### src/rtl/amplitude_cursor_ctrl.sv
// Front-panel Up/Down buttons -> four 9-bit amplitude cursor rows.
// Ports: Main_CLK, Reset (sync, active-high), Btn_Up/Btn_Down (raw),
//   Sel_Channel/Sel_Cursor (target select), four cursor outputs,
//   Cursor_Changed (1-cycle pulse after a cursor changes value).
module amplitude_cursor_ctrl #(
    parameter int CURSOR_MIN   = 0,
    parameter int CURSOR_MAX   = 479,
    parameter int DEBOUNCE_CYC = 250000,
    parameter int REPEAT_DELAY = 25000000,
    parameter int REPEAT_RATE  = 2500000,
    parameter int INIT_HI      = 300,
    parameter int INIT_LO      = 180
) (
    input  logic       Main_CLK,
    input  logic       Reset,
    input  logic       Btn_Up,
    input  logic       Btn_Down,
    input  logic       Sel_Channel,
    input  logic       Sel_Cursor,
    output logic [8:0] CH1_Up_Amplitude_Cursor,
    output logic [8:0] CH1_Down_Amplitude_Cursor,
    output logic [8:0] CH2_Up_Amplitude_Cursor,
    output logic [8:0] CH2_Down_Amplitude_Cursor,
    output logic       Cursor_Changed
);

    localparam int DB_W    = $clog2(DEBOUNCE_CYC);
    localparam int RPT_MAX = (REPEAT_DELAY > REPEAT_RATE) ?
                             REPEAT_DELAY : REPEAT_RATE;
    localparam int RPT_W   = $clog2(RPT_MAX);

    localparam logic [9:0]      MIN10   = 10'(CURSOR_MIN);
    localparam logic [9:0]      MAX10   = 10'(CURSOR_MAX);
    localparam logic [DB_W-1:0] DB_LAST = DB_W'(DEBOUNCE_CYC - 1);
    localparam logic [RPT_W-1:0] DLY_LAST = RPT_W'(REPEAT_DELAY - 1);
    localparam logic [RPT_W-1:0] RATE_LAST = RPT_W'(REPEAT_RATE - 1);

    typedef enum logic [1:0] {
        IDLE   = 2'd0,
        DELAY  = 2'd1,
        REPEAT = 2'd2
    } state_t;

    // Index 0 = Up button, index 1 = Down button.
    logic [1:0]      sync1;
    logic [1:0]      sync2;
    logic [1:0]      deb;
    logic [DB_W-1:0] db_cnt [2];

    logic [1:0] raw;
    assign raw = {Btn_Down, Btn_Up};

    always_ff @(posedge Main_CLK) begin
        if (Reset) begin
            sync1 <= '0;
            sync2 <= '0;
            deb   <= '0;
            for (int i = 0; i < 2; i++) db_cnt[i] <= '0;
        end else begin
            sync1 <= raw;
            sync2 <= sync1;
            for (int i = 0; i < 2; i++) begin
                if (sync2[i] == deb[i]) begin
                    db_cnt[i] <= '0;
                end else if (db_cnt[i] == DB_LAST) begin
                    deb[i]    <= sync2[i];
                    db_cnt[i] <= '0;
                end else begin
                    db_cnt[i] <= db_cnt[i] + DB_W'(1);
                end
            end
        end
    end

    // Both pressed counts as no direction.
    logic dir_up;
    logic dir_dn;
    logic dir_any;
    assign dir_up  = deb[0] & ~deb[1];
    assign dir_dn  = deb[1] & ~deb[0];
    assign dir_any = dir_up | dir_dn;

    state_t           state;
    state_t           state_nxt;
    logic [RPT_W-1:0] rpt_cnt;
    logic [RPT_W-1:0] rpt_nxt;
    logic             step;

    always_ff @(posedge Main_CLK) begin
        if (Reset) begin
            state   <= IDLE;
            rpt_cnt <= '0;
        end else begin
            state   <= state_nxt;
            rpt_cnt <= rpt_nxt;
        end
    end

    always_comb begin
        state_nxt = state;
        rpt_nxt   = rpt_cnt;
        step      = 1'b0;
        unique case (state)
            IDLE: begin
                if (dir_any) begin
                    step      = 1'b1;
                    rpt_nxt   = '0;
                    state_nxt = DELAY;
                end
            end
            DELAY: begin
                if (!dir_any) begin
                    rpt_nxt   = '0;
                    state_nxt = IDLE;
                end else if (rpt_cnt == DLY_LAST) begin
                    step      = 1'b1;
                    rpt_nxt   = '0;
                    state_nxt = REPEAT;
                end else begin
                    rpt_nxt = rpt_cnt + RPT_W'(1);
                end
            end
            REPEAT: begin
                if (!dir_any) begin
                    rpt_nxt   = '0;
                    state_nxt = IDLE;
                end else if (rpt_cnt == RATE_LAST) begin
                    step    = 1'b1;
                    rpt_nxt = '0;
                end else begin
                    rpt_nxt = rpt_cnt + RPT_W'(1);
                end
            end
            default: begin
                rpt_nxt   = '0;
                state_nxt = IDLE;
            end
        endcase
    end

    // Target cursor and its saturated next value, computed in 10 bits.
    logic [1:0] sel;
    logic [9:0] cur;
    logic [9:0] nxt;
    assign sel = {Sel_Channel, Sel_Cursor};

    always_comb begin
        cur = '0;
        unique case (sel)
            2'b00: cur = {1'b0, CH1_Up_Amplitude_Cursor};
            2'b01: cur = {1'b0, CH1_Down_Amplitude_Cursor};
            2'b10: cur = {1'b0, CH2_Up_Amplitude_Cursor};
            2'b11: cur = {1'b0, CH2_Down_Amplitude_Cursor};
            default: cur = '0;
        endcase
        if (dir_up) begin
            nxt = (cur >= MAX10) ? MAX10 : cur + 10'd1;
        end else begin
            nxt = (cur <= MIN10) ? MIN10 : cur - 10'd1;
        end
    end

    always_ff @(posedge Main_CLK) begin
        if (Reset) begin
            CH1_Up_Amplitude_Cursor   <= 9'(INIT_HI);
            CH1_Down_Amplitude_Cursor <= 9'(INIT_LO);
            CH2_Up_Amplitude_Cursor   <= 9'(INIT_HI);
            CH2_Down_Amplitude_Cursor <= 9'(INIT_LO);
            Cursor_Changed            <= 1'b0;
        end else begin
            Cursor_Changed <= step && (nxt != cur);
            if (step) begin
                unique case (sel)
                    2'b00: CH1_Up_Amplitude_Cursor   <= nxt[8:0];
                    2'b01: CH1_Down_Amplitude_Cursor <= nxt[8:0];
                    2'b10: CH2_Up_Amplitude_Cursor   <= nxt[8:0];
                    2'b11: CH2_Down_Amplitude_Cursor <= nxt[8:0];
                    default: ;
                endcase
            end
        end
    end

endmodule

### config.mk
export PLATFORM = sky130hd
export DESIGN_NAME = amplitude_cursor_ctrl
export DESIGN_NICKNAME = d
export VERILOG_FILES = /design/src/rtl/amplitude_cursor_ctrl.sv
export SDC_FILE = /design/constraint.sdc
export NUM_CORES = 1
export LEC_CHECK = 0
export CAP_MARGIN = 10
export CORE_ASPECT_RATIO = 1.5
export CORE_MARGIN = 1
export CORE_UTILIZATION = 40
export DETAILED_ROUTE_END_ITERATION = 16
export MAX_ROUTING_LAYER = met4
export PLACE_DENSITY = 0.71
export SYNTH_ARGS = -nofsm -noshare
export SYNTH_HDL_FRONTEND = slang
export SYNTH_SLANG_ARGS = --single-unit
export TNS_END_PERCENT = 50
### constraint.sdc
create_clock -name Main_CLK -period 2.5 [get_ports Main_CLK]
set_input_delay 0.25 -clock Main_CLK [delete_from_list [all_inputs] [get_ports Main_CLK]]
set_output_delay 0.25 -clock Main_CLK [all_outputs]
set_load 0.1 [all_outputs]
; ---- Word level (Yosys, flattened, before mapping)
; Memories as Yosys holds them, arrays and structs flattened.
; Cells that the tools add are included.
[classes]
add_sub_neg = 5
muxes = 51
reduce_logical = 10
n_eq_ne = 15
bitwise_logic = 13
n_lt_le_gt_ge = 2
[op_table]
columns = cell, count
row1 = $mux W25, 5
row2 = $mux W18, 6
row3 = $pmux W25 S3, 1
row4 = $pmux W10 S4, 1
row5 = $add A18 B1 Y18 const B, 2
row6 = $eq A18 B18 Y1 const B, 2
row7 = $mux W10, 3
row8 = $mux W1, 29
row9 = $add A25 B1 Y25 const B, 1
row10 = $eq A25 B22 Y1 const B, 1
row11 = $eq A25 B25 Y1 const B, 1
row12 = $reduce_and A2 Y1, 6
row13 = $add A10 B1 Y10 const B, 1
row14 = $ge A10 B9 Y1 const B, 1
row15 = $le A10 B1 Y1 const B, 1
row16 = $ne A10 B10 Y1, 1
row17 = $sub A10 B1 Y10 const B, 1
row18 = $mux W2, 4
row19 = $or A1 B1 Y1, 7
row20 = $eq A2 B2 Y1 const B, 3
row21 = $pmux W2 S3, 1
row22 = $eq A2 B1 Y1 const B, 2
row23 = $logic_not A2 Y1, 2
row24 = $ne A2 B2 Y1 const B, 2
row25 = 7 further kinds, 12
[word_totals]
ramBits = 36
regBits = 70
inputBits = 6
wordCells = 108
n_memories = 1
[mem_list]
columns = name, words, word_bits, rd, rd_clocked_by_memory_dff, write_ports, line_no
row1 = db_cnt, 2, 18, 2, 0, 2, 48  ; logic [DB_W-1:0] db_cnt [2];

; ---- Depth between registers and ports, before layout
; Gate-level depths: netlist of the first run.
[depth]
depth_word = 7
depth_mapped = 10

; ---- Least setup slack after synthesis of the first run
; No wires, ideal clock.
[synth_path]
path_kind = register -> register
start = register CH2_Down_Amplitude_Cursor[0]
end = register CH1_Down_Amplitude_Cursor[4]
synth_period_minus_slack_ps = 2715
setup_ps = 141
required_ps = 2359
arrival_ps = 2574
stages_incl_launch_ff = 10
n_path_buf = 0
path_slack_ps = -215
path_cell_list = dfxtp_1 > mux4_2 > inv_1 > ha_1 > inv_1 > nor2_2 > nand3_2 > a311o_1 > o21ai_2 > o211ai_1
[synth_between]
elab_chain_cells = 4
elab_cells_between_ends = 8
classes_between = add/sub: 2 / order compare: 2 / mux: 4
[synth_lines]
columns = element, line_no
row1 = "start, declared", 23  ; output logic [8:0] CH2_Down_Amplitude_Cursor,
row2 = "start signal, assigned", 168  ; CH2_Down_Amplitude_Cursor <= 9'(INIT_LO);
row3 = "start signal, assigned", 177  ; 2'b11: CH2_Down_Amplitude_Cursor <= nxt[8:0];
row4 = $pmux W10 S4 (*), 149  ; unique case (sel)
row5 = $sub A10 B1 Y10 (tied with other cells), 159  ; nxt = (cur <= MIN10) ? MIN10 : cur - 10'd1;
row6 = $mux W10 (on tied branches), "159, 157"
row7 = $mux W10 (*), 156  ; if (dir_up) begin
row8 = "end signal, assigned", 166  ; CH1_Down_Amplitude_Cursor <= 9'(INIT_LO);
row9 = "end signal, assigned", 175  ; 2'b01: CH1_Down_Amplitude_Cursor <= nxt[8:0];
row10 = "end, declared", 21  ; output logic [8:0] CH1_Down_Amplitude_Cursor,
; Mark *: on every way between the ends. The rest lies on a longest branch, timed or not. The select of a mux whose other input is x is not followed.
; A chain may end at the register's enable or synchronous reset.

; ---- Worst setup path in the final report of the first run
[layout_path]
start = input Sel_Channel
end = register CH1_Down_Amplitude_Cursor[3]
[layout_between]
elab_chain_cells = 5
elab_cells_between_ends = 13
classes_between = add/sub: 2 / order compare: 2 / eq/ne: 3 / mux: 4 / reduce/logical: 2
[layout_lines]
columns = element, line_no
row1 = "start, declared", 18  ; input logic Sel_Channel,
row2 = $eq A2 B2 Y1 (tied with other cells), 149
row3 = $pmux W10 S4, 149
row4 = $sub A10 B1 Y10 (tied with other cells), 159
row5 = $mux W10 (on tied branches), "159, 157"
row6 = $mux W10, 156
; Parallel ways exist; a longest one is shown, timed or not. The select of a mux whose other input is x is not followed.

==> run metrics, run 1 <==
Crit path arrival time 2.69 ns; DP Area about 0.0066 sq mm; Fin Clk Skew 0.0107 ns; H-tree levels 3; Pwr Density roughly 500 mW/mm^2; CTS Sinks approximately 110; Yosys cell types 63; final hold vios 0; Max Cap Viol 0; Inst Count DP between 800 and 900; Final #Nets approximately 740; first-pass GRT wire length approximately 24 mm; CTS Buffer Depth 2; measured slew at the worst slew-check pin roughly 0.69 ns; Ports between 40 and 50; status completed; Min Clock Period, post-route about 2.4 ns; slew margin rel. 0.542; P_leak 2.49 nW; drt pass-1 iters 5; Post-synth top cells nor2_1 (86), dfxtp_1 (70), nand2_1 (44); detailed-route vias per instance between 5 and 6; layout cell share with drive strength beyond 1 0.227; post-synth top area share 0.250; critical path capture point type register; final setup fails 0; RSZ-0062 raised after global routing no; clock latency at the later pin of the worst-skew pair around 0.35 ns; average wire per cell in the routed design 16.2 um; GRT Total Usage 0.214; die height about 150 um; post-synthesis sequential area ratio 0.443; largest net degree at the start of global routing 25; Congestion Overflow GR 0; Clock Pin Slew Worst Setup and Hold Paths roughly 0.08 ns; DIE AREA ~0.014 sq mm; synthesis warning total 0; gpl congestion about 0.9; register bit total from synthesis 106; startpoint types input pin; Clk Tree Root Cell clkbuf_16; CTS tree built; Finished Cell Area between 0.007 and 0.008 sq mm; Synth area leaders dfxtp_1 (25%), edfxtp_1 (19%), nor2_1 (5.8%), xnor2_1 (5.6%), xor2_1 (3.3%); Routed WL 14.4 mm; Min Hold Slack approximately 0.44 ns; WP data required 2.78 ns; area of the mapped netlist ~0.0056 sq mm; TritonCTS buffer count 9; Finished Layout Cells 890; PortBufs 42; CTS hold repair buffers 0; DR iter-0 viols 245; Top FF cell, synth dfxtp_1; initial antenna violation count 0; Fmax 416 MHz; maximum VDD drop 444 uV; total core area approximately 0.014 sq mm; DRC Markers 0; Post-Synthesis Cells roughly 600; post-synth top area cell dfxtp_1; crit-path max FO 14; most common cell in the netlist nor2_1; Fill cells between 1000 and 1500; Post-Syn Area per Cell 9.29 sq um; Starting Density 0.412; die width slightly below 100 um; Slew Limit Fails 0; Crit Path Category in2reg; Detail Placement HPWL 10.9 mm; async set-reset flop share out of synthesis 0; Antenna Nets Post-Route 0; worst min path class reg2reg; row cnt 52; area delta synth->final 25.5%; Post-synth EDFFs 36; ant diodes 0; vias just under 5000; vias in the first global route 5085; part of the cycle the worst path needs 0.962
cell usage in the layout (no fill, tap or decap), types with 5 or more instances in the layout:
cell | synthesis | layout
clkbuf_16 | 0 | 9
buf_4 | 3 | 90
dfxtp_1 | 70 | 44
a31oi_1 | 9 | 8
nor3_1 | 14 | 12
xor2_1 | 21 | 21
o21ai_0 | 25 | 25
inv_1 | 19 | 19
nor4_1 | 8 | 7
and4_1 | 7 | 7
ha_1 | 9 | 9
edfxtp_1 | 36 | 36
o211ai_1 | 6 | 6
nand4_1 | 17 | 17
nand2b_1 | 5 | 5
xnor2_1 | 36 | 36
o22ai_1 | 5 | 5
a211oi_1 | 8 | 8
dfxtp_2 | 0 | 26
nor2b_1 | 9 | 9
a22oi_1 | 5 | 5
nor2_1 | 86 | 86
a21oi_1 | 20 | 19
conb_1 | 1 | 36
or3_1 | 5 | 5
mux4_2 | 8 | 9
nand2_1 | 44 | 44
and2_1 | 8 | 8
nand3_1 | 34 | 33
and3_1 | 8 | 8
state kept, by name, indices dropped and copies added, names as in the netlist:
name,cells
CH1_Down_Amplitude_Cursor,9
CH1_Up_Amplitude_Cursor,9
CH2_Down_Amplitude_Cursor,9
CH2_Up_Amplitude_Cursor,9
Cursor_Changed,1
db_cnt,36
deb,2
rpt_cnt,25
state,2
sync1,2
sync2,2
timing repair:
action                                  CTS  global route
cloned                                    1             0
pin swaps                                 4             3
buffers inserted                          2             0
resized for setup                         6             6
endpoints found under the setup margin   31            14
final cells by class:
type | count | area [sq um] | area share
Timing Repair Buffer | 101 | 848 | 0.121
Clock buffer | 11 | 233 | 0.0331
Sequential cell | 106 | 2510 | 0.358
Inverter | 20 | 75.1 | 0.0107
Multi-Input combinational cell | 485 | 3100 | 0.440
Clock inverter | 5 | 63.8 | 0.00907
Tap cell | 162 | 203 | 0.0288
final timing paths:
check,startpoint,to,slack (ns),cells after the start
hold reg to reg,sync1[0]$_SDFF_PP0_,sync2[0]$_SDFF_PP0_,0.44,1
setup reg to reg,rpt_cnt[14]$_SDFFE_PP0P_,CH1_Up_Amplitude_Cursor[0]$_SDFFE_PP0P_,0.15,7
setup / recovery,Sel_Channel,CH1_Down_Amplitude_Cursor[3]$_SDFFE_PP0P_,0.09,9
hold / removal,sync1[0]$_SDFF_PP0_,sync2[0]$_SDFF_PP0_,0.44,1
layer usage:
layer	vias to the layer above	wire, um	part of all wire	GRT usage
met5	-	0	0	-
met4	0	656	0.046	0.118
met3	48	546	0.038	0.0347
met2	142	7500	0.52	0.373
met1	2373	5690	0.40	0.231
li1	2398	-	-	-
report_power, final:
group	switching (mW)	total, mW	internal [mW]
clock	0.639	1.43	0.788
sequential	0.0310	1.84	1.81
combinational	0.142	0.243	0.101
worst max-delay path, cell delays in order:
cell and delay, ns:
clkdlybuf4s50_1 0.51, buf_12 0.16, mux4_2 0.32, buf_4 0.18
or4_1 0.55, a31oi_2 0.23, o32a_1 0.21, nand3_1 0.13
a21oi_2 0.14
per-stage QoR:
step	setup TNS [ns]	utilization	setup WS, ns	power (mW)
2_1_floorplan	0	-	0.00715	2.03
3_5_place_dp	-14.44	0.488	-0.467	2.11
5_1_grt	0	0.517	0.00155	3.63
6_report	0	0.517	0.0949	3.51
4_1_cts	0	0.515	0.0771	3.54
3_3_place_gp	-11.16	0.488	-0.367	2.10
cells by family (layout without fill, tap and decap cells):
logic type,after synthesis,after routing,share of synthesized area
and+or+nand+nor,264,264,0.238
buffers and inverters,47,137,0.0371
DFF,106,106,0.443
AOI/OAI and AO/OA,107,107,0.129
other,1,36,0.000669
muxes,12,12,0.0424
adders and majority gates,9,9,0.0201
xor gates and xnor gates,57,57,0.0891
Power figures use the tool's default switching activity.
==> run 2: changes to the inputs <==
Settings changed: CORE_UTILIZATION 40 to 46, PLACE_DENSITY 0.71 to 0.79.
==> run 2 against run 1 <==
Critical path depth is the same. Fmax is 0.11% lower. Hold slack got worse by 0.0050 ns. Sequential share of layout area about the same. Final area barely moved. Critical endpoint is now CH2_Up_Amplitude_Cursor[6]$_SDFFE_PP0P_. Largest cell class unchanged. Largest power group unchanged. Highest routed layer unchanged.
==> run metrics, run 2 (synthesis gave the netlist of run 1 again) <==
CP peak stage delay 0.38 ns; most frequent cells in the layout buf_4 (102), nor2_1 (86), dfxtp_1 (45); Starting Density 0.469; die height around 140 um; initial antenna violation count 0; DIE AREA about 0.013 sq mm; slew margin rel. 0.564; DRC Markers 0; drt pass-1 iters 5; Crit path arrival time approximately 2.7 ns; Pwr Density roughly 500 mW/mm^2; part of the cycle the worst path needs 0.963; worst min path class reg2reg; measured slew at the worst slew-check pin 0.654 ns; CP bufs+invs 2; Final #Nets roughly 750; startpoint types register; first-pass GRT wire length 23.4 mm; biggest regs db_cnt (36), rpt_cnt (25); H-tree levels 3; Sequential Power Share 0.524; CP most frequent cell buf_4; P_leak 2.52 nW; combinational cell fraction of total power 0.068; WP data required between 2 and 3 ns; max reg flops 36; Congestion Overflow GR 0; Clock Pin Slew Worst Setup and Hold Paths 0.07 ns; Max Cap Viol 0; Routed WL 14.6 mm; cells along the critical path ha_1, and4_1, nand3_2, nor4_2, buf_4, o31a_1, buf_4, nand3_1, o22ai_1; Fmax 415 MHz; TritonCTS buffer count 9; commonest non-fill, non-tap cell in the layout buf_4; Antenna Nets Post-Route 0; area delta synth->final 25.5%; CTS Buffer Depth 2; detailed-route vias per instance between 5 and 6; switch share 0.235; final setup fails 0; clock share of power 0.408; vias between 5000 and 6000; Fin Clk Skew 0.00908 ns; NetSw about 0.83 mW; status completed; crit-path max FO 12; gpl congestion between 0.9 and 1; die width 92.1 um; final hold vios 0; ant diodes 0; Min Hold Slack ~0.44 ns; Ports 43; maximum VDD drop 496 uV; Min Clock Period, post-route around 2.4 ns; CTS tree built; row cnt approximately 50; Crit Path Category reg2reg; PortBufs 42; kind of cell adding the most delay to the critical path simple AND/OR/NAND/NOR gates; Finished Cell Area 0.00703 sq mm; DR iter-0 viols 361; Power Internal around 2.7 mW; average wire per cell in the routed design between 15 and 20 um; GRT Total Usage 0.242; Slew Limit Fails 0; vias in the first global route ~4900; Biggest register db_cnt; Clk Tree Root Cell clkbuf_16; CTS hold repair buffers 0; Detail Placement HPWL 10.7 mm; DP Area approximately 0.0066 sq mm; largest net degree at the start of global routing 27; total core area 0.0120 sq mm; clock latency at the later pin of the worst-skew pair around 0.35 ns; layout cell share with drive strength beyond 1 0.238; slowest CP cell dfxtp_1; CTS Sinks 106; critical path capture point type register
[run 2: per-layer routing]
layer  GRT usage  vias up  part of all wire
met5           -        -                 0
li1            -     2414                 -
met4       0.127        0             0.044
met3      0.0359       52             0.052
met2       0.439      189              0.53
met1       0.253     2417              0.37
[run 2: layout make-up]
cell class	count	area, sq um
tap	153	191
inverter	20	75.1
sequential	106	2510
timing repair buffer	109	858
fill	995	4920
multi-input combinational	485	3090
clock inverter	5	43.8
clock buffer	11	264
[run 2: what timing repair did]
| item | in CTS | in global routing |
|---|---|---|
| pin swaps | 2 | 3 |
| gates resized for setup | 2 | 9 |
| setup endpoints to repair | 22 | 33 |
| buffers inserted | 2 | 7 |
[run 2: final timing paths]
path	from	endpoint	slack, ns	cells after the start
hold reg to reg	sync1[0]$_SDFF_PP0_	sync2[0]$_SDFF_PP0_	0.44	1
setup reg to reg	rpt_cnt[0]$_SDFFE_PP0P_	CH2_Up_Amplitude_Cursor[6]$_SDFFE_PP0P_	0.09	9
setup / recovery	rpt_cnt[0]$_SDFFE_PP0P_	CH2_Up_Amplitude_Cursor[6]$_SDFFE_PP0P_	0.09	9
hold / removal	sync1[0]$_SDFF_PP0_	sync2[0]$_SDFF_PP0_	0.44	1
[run 2: per-stage QoR]
step / power [mW] / TNS [ns] / std cells / setup slack [ns] / util
floorplan: 2.03 / 0 / 638 / 0.00715 / -
CTS: 3.52 / -0.00708 / 882 / -0.00708 / 0.580
detailed placement: 2.11 / -13.46 / 864 / -0.457 / 0.552
global route: 3.62 / -0.0686 / 889 / -0.0370 / 0.588
global placement: 2.10 / -10.78 / 864 / -0.346 / 0.552
finish: 3.51 / 0 / 889 / 0.0923 / 0.588
[run 2: power by group through the flow]
stage                     clock network (mW)  logic (mW)  registers, mW
after detailed placement                   0       0.226           1.88
after global routing                    1.51       0.263           1.85
after CTS                               1.46       0.227           1.84
after floorplan                            0       0.153           1.87
after global placement                     0       0.219           1.88
final                                   1.43       0.239           1.84
